File: src/rtl/shift_pkg.sv
// Shared shift-arbiter types: op encoding, FSM states, request bundle, bit-reverse helper.
// Pure declarations; no latency or backpressure of its own.
package shift_pkg;

  localparam int unsigned DATA_W = 32;
  localparam int unsigned AMT_W  = 5;

  typedef enum logic [1:0] {
    OP_SRL = 2'd0,
    OP_SLL = 2'd1,
    OP_SRA = 2'd2,
    OP_RSV = 2'd3
  } shift_op_e;

  typedef enum logic {
    ST_IDLE = 1'b0,
    ST_HOLD = 1'b1
  } arb_state_e;

  typedef struct packed {
    shift_op_e          op;
    logic [DATA_W-1:0]  a;
    logic [AMT_W-1:0]   amt;
  } shift_req_t;

  function automatic logic [DATA_W-1:0] bitrev(input logic [DATA_W-1:0] x);
    logic [DATA_W-1:0] r;
    r = '0;
    for (int i = 0; i < DATA_W; i++) begin
      r[i] = x[DATA_W-1-i];
    end
    return r;
  endfunction

endpackage

File: src/rtl/shifter.sv
// Single 32-bit logical right-shift core shared by every shift op.
// Combinational, zero latency; no backpressure.
module shifter
  import shift_pkg::*;
(
  input  logic [DATA_W-1:0] inA,
  input  logic [AMT_W-1:0]  inB,
  input  logic              en,
  output logic [DATA_W-1:0] out
);

  assign out = en ? (inA >> inB) : '0;

endmodule

File: src/rtl/shift_arbiter.sv
// Two-requester round-robin shift unit with one output register; SHIFT_ARB_CNT_EN adds stall counters.
// One cycle accept-to-response; req ready drops while a held result waits on its owner's rsp ready.
module shift_arbiter
  import shift_pkg::*;
#(
  parameter int unsigned CNT_W = 16
) (
  input  logic              i_clk,
  input  logic              i_rst_n,
  input  logic [1:0]        i_req_valid,
  output logic [1:0]        o_req_ready,
  input  logic [1:0]        i_req_op0,
  input  logic [1:0]        i_req_op1,
  input  logic [DATA_W-1:0] i_req_a0,
  input  logic [DATA_W-1:0] i_req_a1,
  input  logic [AMT_W-1:0]  i_req_amt0,
  input  logic [AMT_W-1:0]  i_req_amt1,
  output logic [1:0]        o_rsp_valid,
  input  logic [1:0]        i_rsp_ready,
  output logic [DATA_W-1:0] o_rsp_data
`ifdef SHIFT_ARB_CNT_EN
  ,
  output logic [CNT_W-1:0]  o_stall_cnt0,
  output logic [CNT_W-1:0]  o_stall_cnt1
`endif
);

  arb_state_e        state_q, state_d;
  logic              owner_q, owner_d;
  logic              last_q, last_d;
  logic [DATA_W-1:0] data_q, data_d;

  logic              rsp_fire;
  logic              can_accept;
  logic              grant;
  logic              accept;
  shift_req_t        req0, req1, sel;
  logic [DATA_W-1:0] core_in, core_out, result;

  assign req0 = '{op: shift_op_e'(i_req_op0), a: i_req_a0, amt: i_req_amt0};
  assign req1 = '{op: shift_op_e'(i_req_op1), a: i_req_a1, amt: i_req_amt1};

  // Ties go to whoever was not granted last; a lone valid always wins.
  always_comb begin
    rsp_fire   = (state_q == ST_HOLD) && i_rsp_ready[owner_q];
    can_accept = (state_q == ST_IDLE) || rsp_fire;
    grant      = (&i_req_valid) ? ~last_q : i_req_valid[1];
    accept     = can_accept && (|i_req_valid) && i_rst_n;
    sel        = grant ? req1 : req0;
  end

  assign o_req_ready = accept ? (grant ? 2'b10 : 2'b01) : 2'b00;

  // SLL and SRA are folded onto the right-shift core by pre/post transforms.
  always_comb begin
    core_in = sel.a;
    case (sel.op)
      OP_SLL:  core_in = bitrev(sel.a);
      OP_SRA:  core_in = sel.a[DATA_W-1] ? ~sel.a : sel.a;
      default: core_in = sel.a;
    endcase
  end

  shifter u_shifter (
    .inA (core_in),
    .inB (sel.amt),
    .en  (1'b1),
    .out (core_out)
  );

  always_comb begin
    result = core_out;
    case (sel.op)
      OP_SLL:  result = bitrev(core_out);
      OP_SRA:  result = sel.a[DATA_W-1] ? ~core_out : core_out;
      default: result = core_out;
    endcase
  end

  always_comb begin
    state_d = state_q;
    owner_d = owner_q;
    last_d  = last_q;
    data_d  = data_q;
    case (state_q)
      ST_IDLE: begin
        if (accept) state_d = ST_HOLD;
      end
      ST_HOLD: begin
        if (accept)        state_d = ST_HOLD;
        else if (rsp_fire) state_d = ST_IDLE;
      end
      default: state_d = ST_IDLE;
    endcase
    if (accept) begin
      owner_d = grant;
      last_d  = grant;
      data_d  = result;
    end
  end

  always_ff @(posedge i_clk) begin
    if (!i_rst_n) begin
      state_q <= ST_IDLE;
      owner_q <= 1'b0;
      last_q  <= 1'b1;
      data_q  <= '0;
    end else begin
      state_q <= state_d;
      owner_q <= owner_d;
      last_q  <= last_d;
      data_q  <= data_d;
    end
  end

  assign o_rsp_valid = (state_q == ST_HOLD) ? (owner_q ? 2'b10 : 2'b01) : 2'b00;
  assign o_rsp_data  = data_q;

`ifdef SHIFT_ARB_CNT_EN
  logic [CNT_W-1:0] cnt0_q, cnt0_d, cnt1_q, cnt1_d;

  // Saturating: a stuck requester pins at all-ones instead of wrapping.
  always_comb begin
    cnt0_d = cnt0_q;
    cnt1_d = cnt1_q;
    if (i_req_valid[0] && !o_req_ready[0] && (cnt0_q != '1)) cnt0_d = cnt0_q + 1'b1;
    if (i_req_valid[1] && !o_req_ready[1] && (cnt1_q != '1)) cnt1_d = cnt1_q + 1'b1;
  end

  always_ff @(posedge i_clk) begin
    if (!i_rst_n) begin
      cnt0_q <= '0;
      cnt1_q <= '0;
    end else begin
      cnt0_q <= cnt0_d;
      cnt1_q <= cnt1_d;
    end
  end

  assign o_stall_cnt0 = cnt0_q;
  assign o_stall_cnt1 = cnt1_q;
`else
  // Counter-free build: the stall counters and their ports do not exist.
`endif

endmodule

File: config.mk
export PLATFORM = sky130hd
export DESIGN_NAME = shift_arbiter
export DESIGN_NICKNAME = d
export VERILOG_FILES = /design/src/rtl/shift_pkg.sv /design/src/rtl/shifter.sv /design/src/rtl/shift_arbiter.sv
export SDC_FILE = /design/constraint.sdc
export NUM_CORES = 1
export LEC_CHECK = 0
export ABC_AREA = 1
export BUFFER_PORTS_ARGS = -buffer_cell sky130_fd_sc_hd__buf_2
export CORE_MARGIN = 4
export CORE_UTILIZATION = 30
export DETAILED_ROUTE_END_ITERATION = 10
export SLEW_MARGIN = 20
export SYNTH_ARGS = -nofsm -noshare
export SYNTH_HDL_FRONTEND = slang
export SYNTH_SLANG_ARGS = --single-unit
File: constraint.sdc
create_clock -name i_clk -period 4.1 [get_ports i_clk]
set_input_delay 0.615 -clock i_clk [delete_from_list [all_inputs] [get_ports i_clk]]
set_output_delay 0.615 -clock i_clk [all_outputs]
set_load 0.01 [all_outputs]
; Word-level counts from Yosys, hierarchy flattened
; Index checks and enable logic that the tools add are counted.
[word_totals]
reg_bits = 35
input_bits = 84
out_inout_bits = 36
wordCells = 34
[op_classes]
order_cmp = 1
n_eq_ne = 2
shift = 1
mux = 16
bitwise = 4
n_reduce_logical = 6
[ops]
columns = cell, count
row1 = $pmux W32 S2, 2
row2 = $mux W32, 2
row3 = $not A32 Y32, 2
row4 = $mux W39, 1
row5 = $shr A32 B5 Y32, 1
row6 = $mux W2, 4
row7 = $mux W1, 6
row8 = $logic_and A1 B1 Y1, 3
row9 = $eq A2 B1 Y1 const B, 1
row10 = $eq A2 B2 Y1 const B, 1
row11 = $lt A1 B2 Y1 const B, 1
row12 = $not A1 Y1, 2
row13 = $pmux W1 S2, 1
row14 = $reduce_and A2 Y1, 1
row15 = $reduce_or A2 Y1, 1
row16 = $logic_or A1 B1 Y1, 1

; Logic depth before layout (Yosys ltp)
[depth]
ltp_word = 10
depth_mapped = 25
mapped_depth_nobuf = 24

; Cells and area by module
; A second synthesis with hierarchy kept.
[hier_totals]
cells_unflattened = 1016
hier_area_um2 = 5172.5
[by_module_without_submodules]
columns = mod, instances, cells_each, area_each_um2, seq_area_each_um2
row1 = shift_arbiter, 1, 664, 3567.2, 700.7
row2 = shifter, 1, 352, 1605.3, 0.0

; Least setup slack after synthesis
; Ideal clock, no wire load.
[synth_path]
path_kind = input -> register
start = input i_req_valid[1]
end = register data_q[1] (netlist: o_rsp_data[1])
setup_ns = 0.113
arrival_time_ns = 3.142
required_time_ns = 3.987
path_slack_ns = 0.845
stages = 21
path_buffers = 4
path_cell_list = buf_2 nand2_2 buf_6 inv_2 or2_2 o21ai_0 ha_1 nor2_1 buf_2 buf_1 nand2_1 nand4_1 nand3_1 nand3_1 nand3_1 nand3_1 nand2_1 nand2_1 nand3_1 nand2_1 nand2_1
[synth_between]
elab_chain_len = 10
elab_cells_between_ends = 15
cone_classes = eq/ne: 2 / shift: 1 / mux: 6 / bitwise: 2 / reduce/logical: 4
[synth_rtl]
columns = item, line_no
row1 = from (decl), shift_arbiter.sv:10  ; input logic [1:0] i_req_valid,
row2 = $reduce_and A2 Y1, shift_arbiter.sv:47  ; grant = (&i_req_valid) ? ~last_q : i_req_valid[1];
row3 = $mux W1, shift_arbiter.sv:47
row4 = $mux W39, shift_arbiter.sv:49  ; sel = grant ? req1 : req0;
row5 = $not A32 Y32, shift_arbiter.sv:59  ; OP_SRA: core_in = sel.a[DATA_W-1] ? ~sel.a : sel.a;
row6 = $mux W32, shift_arbiter.sv:59
row7 = $pmux W32 S2, shift_arbiter.sv:57  ; case (sel.op)
row8 = $shr A32 B5 Y32, shifter.sv:12  ; assign out = en ? (inA >> inB) : '0;
row9 = $not A32 Y32, shift_arbiter.sv:75  ; OP_SRA: result = sel.a[DATA_W-1] ? ~core_out : core_out;
row10 = $mux W32, shift_arbiter.sv:75
row11 = $pmux W32 S2, shift_arbiter.sv:73  ; case (sel.op)
row12 = to (signal assigned), shift_arbiter.sv:112  ; data_q <= data_d;
row13 = to (decl), shift_arbiter.sv:31  ; logic [DATA_W-1:0] data_q, data_d;
; Parallel ways exist; a longest one is shown, timed or not.
; A chain may end at the register's enable or synchronous reset.

; Worst setup path after layout
[layout_path]
start = register last_q
end = register data_q[30] (netlist: o_rsp_data[30])
[layout_between]
elab_chain_len = 10
elab_cells_between_ends = 12
cone_classes = eq/ne: 2 / shift: 1 / mux: 6 / bitwise: 3
[layout_rtl]
columns = item, line_no
row1 = from (decl), shift_arbiter.sv:30  ; logic last_q, last_d;
row2 = from (signal assigned), shift_arbiter.sv:111  ; last_q <= last_d;
row3 = $not A1 Y1 *, shift_arbiter.sv:47
row4 = $mux W1 *, shift_arbiter.sv:47
row5 = $mux W39 *, shift_arbiter.sv:49
row6 = $not A32 Y32, shift_arbiter.sv:59
row7 = $mux W32, shift_arbiter.sv:59
row8 = $pmux W32 S2, shift_arbiter.sv:57
row9 = $shr A32 B5 Y32, shifter.sv:12
row10 = $not A32 Y32, shift_arbiter.sv:75
row11 = $mux W32, shift_arbiter.sv:75
row12 = $pmux W32 S2 *, shift_arbiter.sv:73
; Mark *: on every way between the ends. The rest lies on a longest branch, timed or not.

==> qor.yml <==
run_status:
  run_status: "complete, no violations"
clock_tree:
  insertion_delay_ns: 0.28
  cts_tree: "yes"
  cts_hold_buf: 0
  cts_buffer_depth: 2
  cts.sinks: 35
  htreeDepth: 2
  cts_resized: 0
  path_clk_slew_ns: 0.05
  numCtsBuffers: 5
  cts_setup_buffers: 0
  root_buffer: "clkbuf_16"
die:
  initial_core_util: 0.3101
  ioPinCount: 120
  die_area_um2: 20280
  die_w_um: 142.4
  rows: 48
  die_h_um: 142.4
  core_um2: 17480
grt:
  use_met3: 0.03125
  grt_use_met2: 0.3193
  grt_antenna_before_repair: 0
  grt_max_degree: 44
  grt_pass1_wl_mm: 32.17
  grt_pass1_vias: 6616
  met1_usage: 0.2485
  grt_overflow: 0
  busiest_layer: "met2"
  grt_usage: 0.1900
sta:
  max_freq_mhz: 286.7
  tightest_slew_ns: 0.9053
  clock_skew_ns: 0.003886
  setup_viol: 0
  finalHoldViolCount: 0
  finalSetupTns_ns: 0
  slew_headroom: 0.3964
  fin_crit_sh: 0.8507
  final_max_slew_viol_count: 0
  rsz0062_at_grt: "no"
  min_period_ns: 3.488
detailed_routing:
  drt-initial-drc-count: 718
  drt-wirelength-per-cell_um: 14.35
  vias_per_cell: 5.246
  drc: 0
  drt_first_pass_iters: 6
  postRouteAntennaNets: 0
  wirelength_mm: 19.40
  via_count: 7093
worst_setup_path:
  arrival_ns: 3.63
  critPathMaxFanout: 29
  crit_path_top_delay_cell: "dfxtp_1"
  worst_setup_path_start_kind: "flip-flop"
  cp-end-kind: "flip-flop"
  critPathKind: "flip-flop to flip-flop"
  cp.required_ns: 4.25
  cp_num_buf_inv: 2
  crit_family: "simple AND/OR/NAND/NOR gates"
  crit_top_cell: "nand2_1"
  max_stage_delay_ns: 0.43
  cp_cell_sequence: "nand2_1 > nand2_2 > inv_2 > or2_2 > o21ai_0 > ha_1 > nor2_2 > buf_4 > nand2_1 > nand3_1 > nand2_1 > nand2_1 > nand2_1 > nor2_1 > nand2_1 > nor2_1 > nand2_1 > a21oi_1 > a22oi_1"
synthesis:
  synth.area.top_cells: "nand2_1 (27%), nand3_1 (23%), dfxtp_1 (13%)"
  syn_nets: 1142
  synth_area_per_cell_um2: 5.133
  synth_seq_cells: 35
  synth_top_area_frac: 0.2687
  synth_top_cell_by_area: "nand2_1"
  ys_async_sr_fraction: 0
  synth_warnings: 0
  yosysSeqAreaShare: 0.1293
  synth_ff_type: "dfxtp_1"
  netlist_instances: 1056
  syn_area_um2: 5420
  ys_types: 29
  yosysMostFrequentCell: "nand2_1"
  synth_common_cells: "nand2_1 (388), nand3_1 (254), inv_1 (96), nand4_1 (78), nor2_1 (37)"
  synth_edf_count: 0
run:
  drv_cap: 0
final_layout:
  n_antenna_cell: 0
  final_layout_size_suffix_gt1_frac: 0.1437
  fin_nets: 1212
  syn_to_final_growth_pct: 14.61
  post-route-util: 0.3555
placement:
  gp_congestion: 0.9411
  dp_hpwl_mm: 14.85
  port_buffers: 119
power_and_ir_drop:
  powerDensity_nw_per_um2: 328.5
  peakVddDrop_mv: 0.1510
  p_leak_uw: 0.003411
hold_path:
  min_path_type: "flip-flop to flip-flop"
## tightest hold or removal path, cell delays in order (launching register included)
cell and delay (ns):
dfxtp_1 0.32, nand2_1 0.05, nand2_1 0.05
## layer usage
| layer | share of wire | wire [µm] |
|---|---|---|
| met4 | 0.028 | 552 |
| met2 | 0.48 | 9217 |
| met5 | 0 | 0 |
| met1 | 0.44 | 8511 |
| met3 | 0.057 | 1114 |
## state kept, by name, summed over array words and instances (netlist names)
name and cells:
o_rsp_data 32, state_q 1, last_q 1, owner_q 1
## stage by stage
step,hold slack (ns),worst slack [ns],total power (µW),cell area (µm²),cells
floorplan,0.4482,0.8450,1321,5420,1056
global placement,0.4335,0.4618,1635,6056,1344
detailed placement,0.4411,0.3874,1640,6056,1344
CTS,0.4519,0.6522,2047,6212,1352
global route,0.4596,0.2413,2242,6212,1352
finish,0.4469,0.6121,2041,6212,1352
## cell families after synthesis
family,Yosys count,synth area share
adders and majority gates,2,0.004616
buffers and inverters,179,0.1434
AOI/OAI and AO/OA,50,0.05956
DFF,35,0.1293
and+or+nand+nor,790,0.6632
## cells in the final DEF, fill, tap and decap left out
cell type | netlist | final
a21boi_0 | 1 | 1
a21boi_1 | 1 | 1
a21oi_1 | 9 | 9
a22oi_1 | 5 | 5
a31oi_1 | 1 | 1
buf_2 | 36 | 119
buf_4 | 2 | 19
clkbuf_1 | 28 | 1
clkbuf_16 | 0 | 5
clkbuf_8 | 0 | 2
clkinv_1 | 2 | 2
dfxtp_1 | 35 | 35
ha_1 | 2 | 2
inv_1 | 96 | 96
inv_2 | 6 | 6
nand2_1 | 388 | 388
nand2_2 | 2 | 2
nand3_1 | 254 | 254
nand3b_1 | 27 | 27
nand4_1 | 78 | 78
nor2_1 | 37 | 36
nor2_2 | 0 | 1
o21a_1 | 4 | 4
o21ai_0 | 12 | 12
o21ai_1 | 8 | 8
o21ai_2 | 5 | 5
o21ai_4 | 2 | 2
o22ai_1 | 2 | 2
or2_1 | 3 | 3
or2_2 | 1 | 1
## final cells by class
class                      count  area (µm²)
multi-input combinational    842        3945
tap                          225       281.5
sequential                    35       700.7
fill                        2031       11260
inverter                     104       390.4
timing repair buffer         138       738.2
clock buffer                   8       156.4
## power breakdown
group          switching [µW]  internal, µW
sequential               24.3           391
combinational             835           392
clock                     140           258
## worst paths after layout
| path | start | endpoint | slack (ns) | cells past startpoint |
|---|---|---|---|---|
| max reg2reg | last_q | o_rsp_data[30] | 0.61 | 19 |
| min | o_rsp_data[11] | o_rsp_data[11] | 0.45 | 2 |
| max | last_q | o_rsp_data[30] | 0.61 | 19 |
| min reg2reg | o_rsp_data[11] | o_rsp_data[11] | 0.45 | 2 |
No activity file was read; power rests on OpenSTA's default activity.
